--- src/rtl/rr_arb_pkg.sv ---
// Shared types, sizes and the rotating-priority helper for the 8-way round-robin arbiter.
package rr_arb_pkg;

    localparam int N_REQ = 8;
    localparam int IDX_W = 3;

    typedef enum logic [1:0] {
        IDLE  = 2'd0,
        GRANT = 2'd1,
        GAP   = 2'd2
    } arb_state_t;

    // First set request scanning ptr, ptr+1, ... with modulo-8 wrap.
    function automatic logic [IDX_W-1:0] next_owner(input logic [N_REQ-1:0] req,
                                                     input logic [IDX_W-1:0] ptr);
        logic [IDX_W-1:0] idx;
        logic [IDX_W-1:0] cand;
        logic             found;
        idx   = ptr;
        found = 1'b0;
        for (int k = 0; k < N_REQ; k++) begin
            cand = ptr + IDX_W'(k);
            if (!found && req[cand]) begin
                idx   = cand;
                found = 1'b1;
            end
        end
        return idx;
    endfunction

endpackage

--- src/rtl/rr_arbiter_8_dec.sv ---
// Combinational 3-to-8 one-hot decode of the registered grant index, gated by the grant enable.
module gnt_onehot_dec
    import rr_arb_pkg::*;
(
    input  logic [IDX_W-1:0] idx_i,
    input  logic             en_i,
    output logic [N_REQ-1:0] onehot_o
);

    always_comb begin
        onehot_o = '0;
        for (int i = 0; i < N_REQ; i++) begin
            onehot_o[i] = en_i && (idx_i == IDX_W'(i));
        end
    end

endmodule

--- src/rtl/rr_arbiter_8.sv ---
// Round-robin arbiter for eight requesters with hold-until-release grants and a one-cycle turnaround.
// Optional hold-time limit enabled by defining RR_ARB_TIMEOUT_EN (limit set by MAX_HOLD).
module rr_arbiter_8
    import rr_arb_pkg::*;
#(
    parameter int MAX_HOLD = 16
) (
    input  logic             clk,
    input  logic             rst_n,
    input  logic [N_REQ-1:0] req,
    input  logic             done,
    output logic [N_REQ-1:0] gnt,
    output logic [IDX_W-1:0] gnt_idx,
    output logic             gnt_valid,
    output logic             timeout
);

    if (MAX_HOLD < 2 || MAX_HOLD > 255) begin : g_bad_max_hold
        $error("rr_arbiter_8: MAX_HOLD must be in 2..255");
    end

    arb_state_t       state_q, state_d;
    logic [IDX_W-1:0] ptr_q, ptr_d;
    logic [IDX_W-1:0] idx_q, idx_d;
    logic             vld_q, vld_d;
    logic             owner_rel;
    logic             hold_exp;

`ifdef RR_ARB_TIMEOUT_EN
    localparam logic [7:0] HOLD_LAST = 8'(MAX_HOLD - 1);

    logic [7:0] cnt_q, cnt_d;
    logic       timeout_q, timeout_d;

    assign hold_exp = (cnt_q == HOLD_LAST);
    assign timeout  = timeout_q;
`else
    assign hold_exp = 1'b0;
    assign timeout  = 1'b0;
`endif

    // done and a withdrawn owner request in the same cycle are one release.
    assign owner_rel = done || !req[idx_q];

    always_comb begin
        state_d = state_q;
        ptr_d   = ptr_q;
        idx_d   = idx_q;
        vld_d   = vld_q;
`ifdef RR_ARB_TIMEOUT_EN
        cnt_d     = cnt_q;
        timeout_d = 1'b0;
`endif
        case (state_q)
            IDLE: begin
                if (|req) begin
                    idx_d   = next_owner(req, ptr_q);
                    vld_d   = 1'b1;
                    state_d = GRANT;
`ifdef RR_ARB_TIMEOUT_EN
                    cnt_d   = 8'd0;
`endif
                end
            end
            GRANT: begin
                if (owner_rel || hold_exp) begin
                    state_d = GAP;
                    vld_d   = 1'b0;
                    ptr_d   = idx_q + 1'b1;
                end
`ifdef RR_ARB_TIMEOUT_EN
                timeout_d = hold_exp && !owner_rel;
                if (!(owner_rel || hold_exp)) begin
                    cnt_d = cnt_q + 8'd1;
                end
`endif
            end
            GAP: begin
                state_d = IDLE;
            end
            default: begin
                state_d = IDLE;
                vld_d   = 1'b0;
            end
        endcase
    end

    always_ff @(posedge clk or negedge rst_n) begin
        if (!rst_n) begin
            state_q <= IDLE;
            ptr_q   <= '0;
            idx_q   <= '0;
            vld_q   <= 1'b0;
        end else begin
            state_q <= state_d;
            ptr_q   <= ptr_d;
            idx_q   <= idx_d;
            vld_q   <= vld_d;
        end
    end

`ifdef RR_ARB_TIMEOUT_EN
    always_ff @(posedge clk or negedge rst_n) begin
        if (!rst_n) begin
            cnt_q     <= 8'd0;
            timeout_q <= 1'b0;
        end else begin
            cnt_q     <= cnt_d;
            timeout_q <= timeout_d;
        end
    end
`endif

    assign gnt_valid = vld_q;
    assign gnt_idx   = idx_q;

    gnt_onehot_dec u_dec (
        .idx_i    (idx_q),
        .en_i     (vld_q),
        .onehot_o (gnt)
    );

endmodule

--- config.mk ---
export PLATFORM = sky130hd
export DESIGN_NAME = rr_arbiter_8
export DESIGN_NICKNAME = d
export VERILOG_FILES = /design/src/rtl/rr_arb_pkg.sv /design/src/rtl/rr_arbiter_8_dec.sv /design/src/rtl/rr_arbiter_8.sv
export SDC_FILE = /design/constraint.sdc
export NUM_CORES = 1
export LEC_CHECK = 0
export CAP_MARGIN = 5
export CORE_MARGIN = 2
export CORE_UTILIZATION = 30
export DETAILED_ROUTE_END_ITERATION = 8
export PLACE_DENSITY_LB_ADDON = 0.2
export REMOVE_ABC_BUFFERS = 1
export SETUP_SLACK_MARGIN = 0.02
export SYNTH_ARGS = -nofsm -noshare
export SYNTH_HDL_FRONTEND = slang
export SYNTH_SLANG_ARGS = --single-unit
--- constraint.sdc ---
create_clock -name clk -period 3.1 [get_ports clk]
set_input_delay 0.62 -clock clk [delete_from_list [all_inputs] [get_ports clk]]
set_output_delay 0.62 -clock clk [all_outputs]
set_load 0.005 [all_outputs]
==> results of run 1 <==
critical path, delay by kind of cell:
family / cells / cell delay, ns
simple gates: 3 / 0.81
compound gates: 3 / 0.59
mux: 1 / 0.51
buf+inv: 1 / 0.49
state kept, by name, indices dropped and copies added, names as in the netlist:
name and count:
ptr_q 3, gnt_idx 3, state_q 2, gnt_valid 1
per-stage QoR:
step           power [uW]  worst slack [ns]  hold WS [ns]  utilization
2_1_floorplan        1460             0.122         0.324            -
3_3_place_gp         2020            0.0187         0.566        0.387
3_5_place_dp         2030           -0.0353         0.573        0.387
4_1_cts              2180             0.213         0.583        0.397
5_1_grt              2400            0.0383         0.635        0.397
6_report             2170             0.214         0.579        0.397
layout make-up:
class                           count  area share
Timing Repair Buffer               34       0.177
Multi-Input combinational cell    126       0.608
Tap cell                           52      0.0371
Inverter                           11      0.0236
Sequential cell                     9       0.128
Clock buffer                        4      0.0257
placed cells by master (no fill, tap or decap), drive strengths merged, types with 4 or more instances in the layout:
cell type	instances
clkdlybuf4s50	22
nand2	15
nor2	15
buf	12
mux4	12
inv	11
dfrtp	9
o21ai	8
ha	8
and2	8
mux2i	7
mux2	5
a21oi	5
nor3	4
clkbuf	4
cells by family after synthesis:
logic type / after synthesis / share of synthesized area
and+or+nand+nor: 57 / 0.205
AOI/OAI and AO/OA: 32 / 0.160
buffers and inverters: 17 / 0.0703
adders and majority gates: 8 / 0.0721
DFF: 9 / 0.162
muxes: 24 / 0.303
other: 1 / 0.00270
xor gates and xnor gates: 4 / 0.0252
layer usage:
layer | wire [um] | vias up | track usage | part of all wire
li1 | - | 636 | - | -
met5 | 0 | - | 0 | 0
met4 | 31 | 0 | 0.0398 | 0.0086
met2 | 1840 | 33 | 0.266 | 0.51
met1 | 1590 | 615 | 0.195 | 0.44
met3 | 133 | 6 | 0.0139 | 0.037
path summary, 6_finish.rpt:
kind | end | depth (start not counted)
worst min register to register | ptr_q[1] | 2
worst max-delay path | gnt_idx[2] | 8
max in group asynchronous | gnt_valid | 1
min in group asynchronous | state_q[1] | 1
worst min-delay path | ptr_q[1] | 2
worst max register to register | gnt_idx[1] | 9
power breakdown:
group | total (uW) | leakage (uW) | internal [uW] | switching [uW]
clock | 135 | 0.0000228 | 89.6 | 45.8
sequential | 276 | 0.000108 | 178 | 97.5
combinational | 1760 | 0.000595 | 878 | 882
==> flow_metrics.env, run 1 <==
export IMPL_status="finished, final reports clean"
export IMPL_firstDrtPassIters=4
export IMPL_cts_resized=0
export IMPL_rows=24
export IMPL_required_ns=3.24
export IMPL_cts_sinks=9
export IMPL_synth_cell_types=46
export IMPL_ys_top_cells_by_count="15 x nand2_1, 15 x nor2_1, 10 x inv_1, 9 x dfrtp_1, 9 x mux4_2"
export IMPL_rsz0062_at_grt="false"
export IMPL_r2r_start="ptr_q[0]"
export IMPL_ir_drop_mv=0.583
export IMPL_cts_hold_buffers=0
export IMPL_synth_top_cell_by_area="dfrtp_1"
export IMPL_ys_warn_count=0
export IMPL_r2r_slack_ns=0.38
export IMPL_gp_congestion=0.910
export IMPL_post_dp_cell_area_um2=1710
export IMPL_hold_path_class="flop to flop"
export IMPL_routed_via_density=5.47
export IMPL_final_cell_count_no_fill=236
export IMPL_hp_start="ptr_q[1]"
export IMPL_power_density_nw_per_um2=1240
export IMPL_routedWlPerCell_um=15.2
export IMPL_crit_path_max_incr_delay_ns=0.52
export IMPL_final_antenna_net_count=0
export IMPL_ys_seq_elements=9
export IMPL_startpoint="req[3]"
export IMPL_crit_slowest_cell="or4_1"
export IMPL_fmax_ghz=0.346
export IMPL_initial_core_util=0.315
export IMPL_grt_pass1_vias=1286
export IMPL_core_area_um2=4410
export IMPL_setup_violations=0
export IMPL_path_cells="clkdlybuf4s50_1 > mux4_2 > nor2_1 > a22oi_1 > or4_1 > a32oi_1 > nor3_1 > o31ai_1"
export IMPL_cts_root_buf="clkbuf_8"
export IMPL_cp_end_kind="flop"
export IMPL_synth_area_top_cells="dfrtp_1 16%, mux4_2 15%, ha_1 7.2%"
export IMPL_nets=204
export IMPL_p_leak_uw=0.000726
export IMPL_gr_total_overflow=0
export IMPL_die_w_um=72.0
export IMPL_grt_max_degree=18
export IMPL_area_delta_synth_final_pct=26.2
export IMPL_fillers=436
export IMPL_min_period_over_period=0.931
export IMPL_startpoint_type="input pin"
export IMPL_numPortBuffers=22
export IMPL_crit_type="input pin to flop"
export IMPL_tns_ns=0
export IMPL_clk_path_buf_depth=2
export IMPL_post_place_cells=232
export IMPL_ys_flop_type="dfrtp_1"
export IMPL_fin_skew_ns=0.000280
export IMPL_postSynthAreaPerCell_um2=9.14
export IMPL_design_area_um2=1750
export IMPL_cap_viol_max_count=0
export IMPL_synth_cells=152
export IMPL_arrival_ns=3.03
export IMPL_die_h_um=72.0
export IMPL_cts_setup_buffers=0
export IMPL_ctsHtreeMaxLevel=1
export IMPL_synth_edff_count=0
export IMPL_clk_latency_ns=0.23
export IMPL_worstMarginPinSlew_ns=0.563
export IMPL_multi_input_area_um2=1070
export IMPL_cts_tree="done"
export IMPL_drc=0
export IMPL_drt_iter0_drc=40
export IMPL_wirelength_um=3590
export IMPL_hold_violations=0
export IMPL_vias=1290
export IMPL_async_reset_ff_frac=1.00
export IMPL_critPathMaxFanout=7
export IMPL_die_area_um2=5190
export IMPL_grt_pass1_wl_um=6200
export IMPL_max_slew_margin=0.622
export IMPL_synth_top_area_share=0.162
export IMPL_slew_viol_final=0
export IMPL_cts_made_buffers=3
export IMPL_seq_area_um2=225
export IMPL_antenna_found_initial=0
export IMPL_n_antenna_cell=0
export IMPL_synth_area_um2=1390
export IMPL_drive_gt1_frac=0.179
export IMPL_grt_total_usage=0.150
export IMPL_ioPinCount=24
export IMPL_dp_hpwl_um=2950
export IMPL_clkTransAtPathRegs_ns=0.04
export IMPL_yosysSeqAreaShare=0.162
export IMPL_fin_crit_ns=2.89
Power figures use the tool's default switching activity.
==> run 2: changes to the inputs <==
Settings changed: GPL_ROUTABILITY_DRIVEN set to 0, HOLD_SLACK_MARGIN set to 0.06.
==> run 2 against run 1 <==
  * Non-clock buffer count unchanged
  * Critical path depth stayed put
  * Cell count unchanged
  * Critical endpoint unchanged
==> flow_metrics.env, run 2 (synthesis results as in run 1) <==
export IMPL_drive_gt1_frac=0.179
export IMPL_final_antenna_net_count=0
export IMPL_seq_area_um2=225
export IMPL_crit_buf_inv=2
export IMPL_min_period_over_period=0.930
export IMPL_critPathMaxFanout=7
export IMPL_post_dp_cell_area_um2=1710
export IMPL_routedWlPerCell_um=15.1
export IMPL_r2r_slack_ns=0.33
export IMPL_p_int_uw=1160
export IMPL_fin_crit_ns=2.88
export IMPL_core_area_um2=4410
export IMPL_power_density_nw_per_um2=1250
export IMPL_cap_viol_max_count=0
export IMPL_rsz0062_at_grt="false"
export IMPL_tns_ns=0
export IMPL_fin_ws_ns=0.216
export IMPL_ioPinCount=24
export IMPL_ir_drop_mv=0.612
export IMPL_ctsHtreeMaxLevel=1
export IMPL_crit_path_max_incr_delay_ns=0.64
export IMPL_area_delta_synth_final_pct=26.2
export IMPL_startpoint_type="input pin"
export IMPL_cts_setup_buffers=0
export IMPL_status="finished, final reports clean"
export IMPL_layout_commonest_cell="clkdlybuf4s50_1"
export IMPL_fmax_ghz=0.347
export IMPL_firstDrtPassIters=4
export IMPL_cts_root_buf="clkbuf_8"
export IMPL_initial_core_util=0.315
export IMPL_clk_latency_ns=0.23
export IMPL_grt_total_usage=0.152
export IMPL_multi_input_area_um2=1070
export IMPL_die_h_um=72.0
export IMPL_crit_slowest_cell="mux4_1"
export IMPL_grt_max_degree=18
export IMPL_crit_type="input pin to flop"
export IMPL_clkTransAtPathRegs_ns=0.04
export IMPL_seqPwrFrac=0.126
export IMPL_pwr_share_comb=0.812
export IMPL_p_leak_uw=0.000726
export IMPL_final_cell_mix="22 x clkdlybuf4s50_1, 15 x nand2_1, 15 x nor2_1"
export IMPL_max_slew_margin=0.638
export IMPL_hold_violations=0
export IMPL_power_switching_uw=1030
export IMPL_clk_path_buf_depth=2
export IMPL_cp_end_kind="flop"
export IMPL_worstMarginPinSlew_ns=0.539
export IMPL_fin_skew_ns=0.00243
export IMPL_drt_iter0_drc=38
export IMPL_fillers=419
export IMPL_slew_viol_final=0
export IMPL_cts_hold_buffers=0
export IMPL_arrival_ns=3.02
export IMPL_grt_pass1_vias=1257
export IMPL_vias=1294
export IMPL_drc=0
export IMPL_cts_sinks=9
export IMPL_cts_resized=0
export IMPL_grt_pass1_wl_um=6180
export IMPL_cts_made_buffers=3
export IMPL_antenna_found_initial=0
export IMPL_routed_via_density=5.48
export IMPL_numPortBuffers=22
export IMPL_pre_cts_slack_ns=-0.0174
export IMPL_critical_path_top_delay_family="multiplexers"
export IMPL_hold_path_class="flop to flop"
export IMPL_pwr_share_clk=0.062
export IMPL_required_ns=3.24
export IMPL_gr_total_overflow=0
export IMPL_swShare=0.471
export IMPL_n_antenna_cell=0
export IMPL_dp_hpwl_um=2870
export IMPL_rows=24
export IMPL_nets=204
export IMPL_setup_violations=0
export IMPL_die_w_um=72.0
export IMPL_cts_tree="done"
export IMPL_path_cells="clkdlybuf4s50_1 > mux4_1 > mux2i_4 > inv_2 > or4_1 > a32oi_1 > nor3_1 > o31ai_1"
export IMPL_die_area_um2=5190
export IMPL_wirelength_um=3560
export IMPL_design_area_um2=1750
## run 2: cell counts in the layout (fill, tap and decap cells not counted)
No cell type changed its count.
## run 2: final timing paths
path	from	endpoint	cells after the start
hold / removal	ptr_q[1]	ptr_q[1]	2
setup reg to reg	ptr_q[1]	gnt_idx[1]	8
hold reg to reg	ptr_q[1]	ptr_q[1]	2
max in group asynchronous	rst_n	gnt_idx[2]	1
min in group asynchronous	rst_n	state_q[1]	1
setup / recovery	req[3]	gnt_idx[2]	8
## run 2: layout make-up
class	instances	area share
clock buffers	4	0.0257
inverters	11	0.0236
multi-input cells	126	0.608
flip-flops and latches	9	0.128
well taps	52	0.0371
repair buffers	34	0.177
## run 2: worst min-delay path: stages, from the launching register on
cell and delay [ns]:
dfrtp_1 0.37, inv_1 0.08, o21ai_0 0.08
## run 2: power by group through the flow
stage          logic, uW  registers, uW  clock network (uW)
3_3_place_gp        1750            276                   0
2_1_floorplan       1160            298                   0
6_report            1780            276                 136
5_1_grt             1970            291                 148
3_5_place_dp        1770            281                   0
4_1_cts             1780            279                 142
## run 2: routing by layer
layer	share of wire	GRT usage	vias to the layer above
met5	0	0	-
met4	0.020	0.0503	0
met3	0.036	0.0208	9
met2	0.49	0.262	41
met1	0.45	0.196	608
li1	-	-	636
## run 2: through the flow
stage | power, uW | cells | hold WS, ns | util
6_report | 2190 | 236 | 0.575 | 0.397
2_1_floorplan | 1460 | 146 | 0.324 | -
5_1_grt | 2410 | 236 | 0.619 | 0.397
4_1_cts | 2200 | 236 | 0.582 | 0.397
3_3_place_gp | 2030 | 232 | 0.565 | 0.387
3_5_place_dp | 2050 | 232 | 0.571 | 0.387
==> run 3: changes to the inputs <==
Settings changed: CAP_MARGIN 5 to 20.
==> results of run 3 <==
Same layout as run 2: the final DEF is identical, and so are final timing and power.
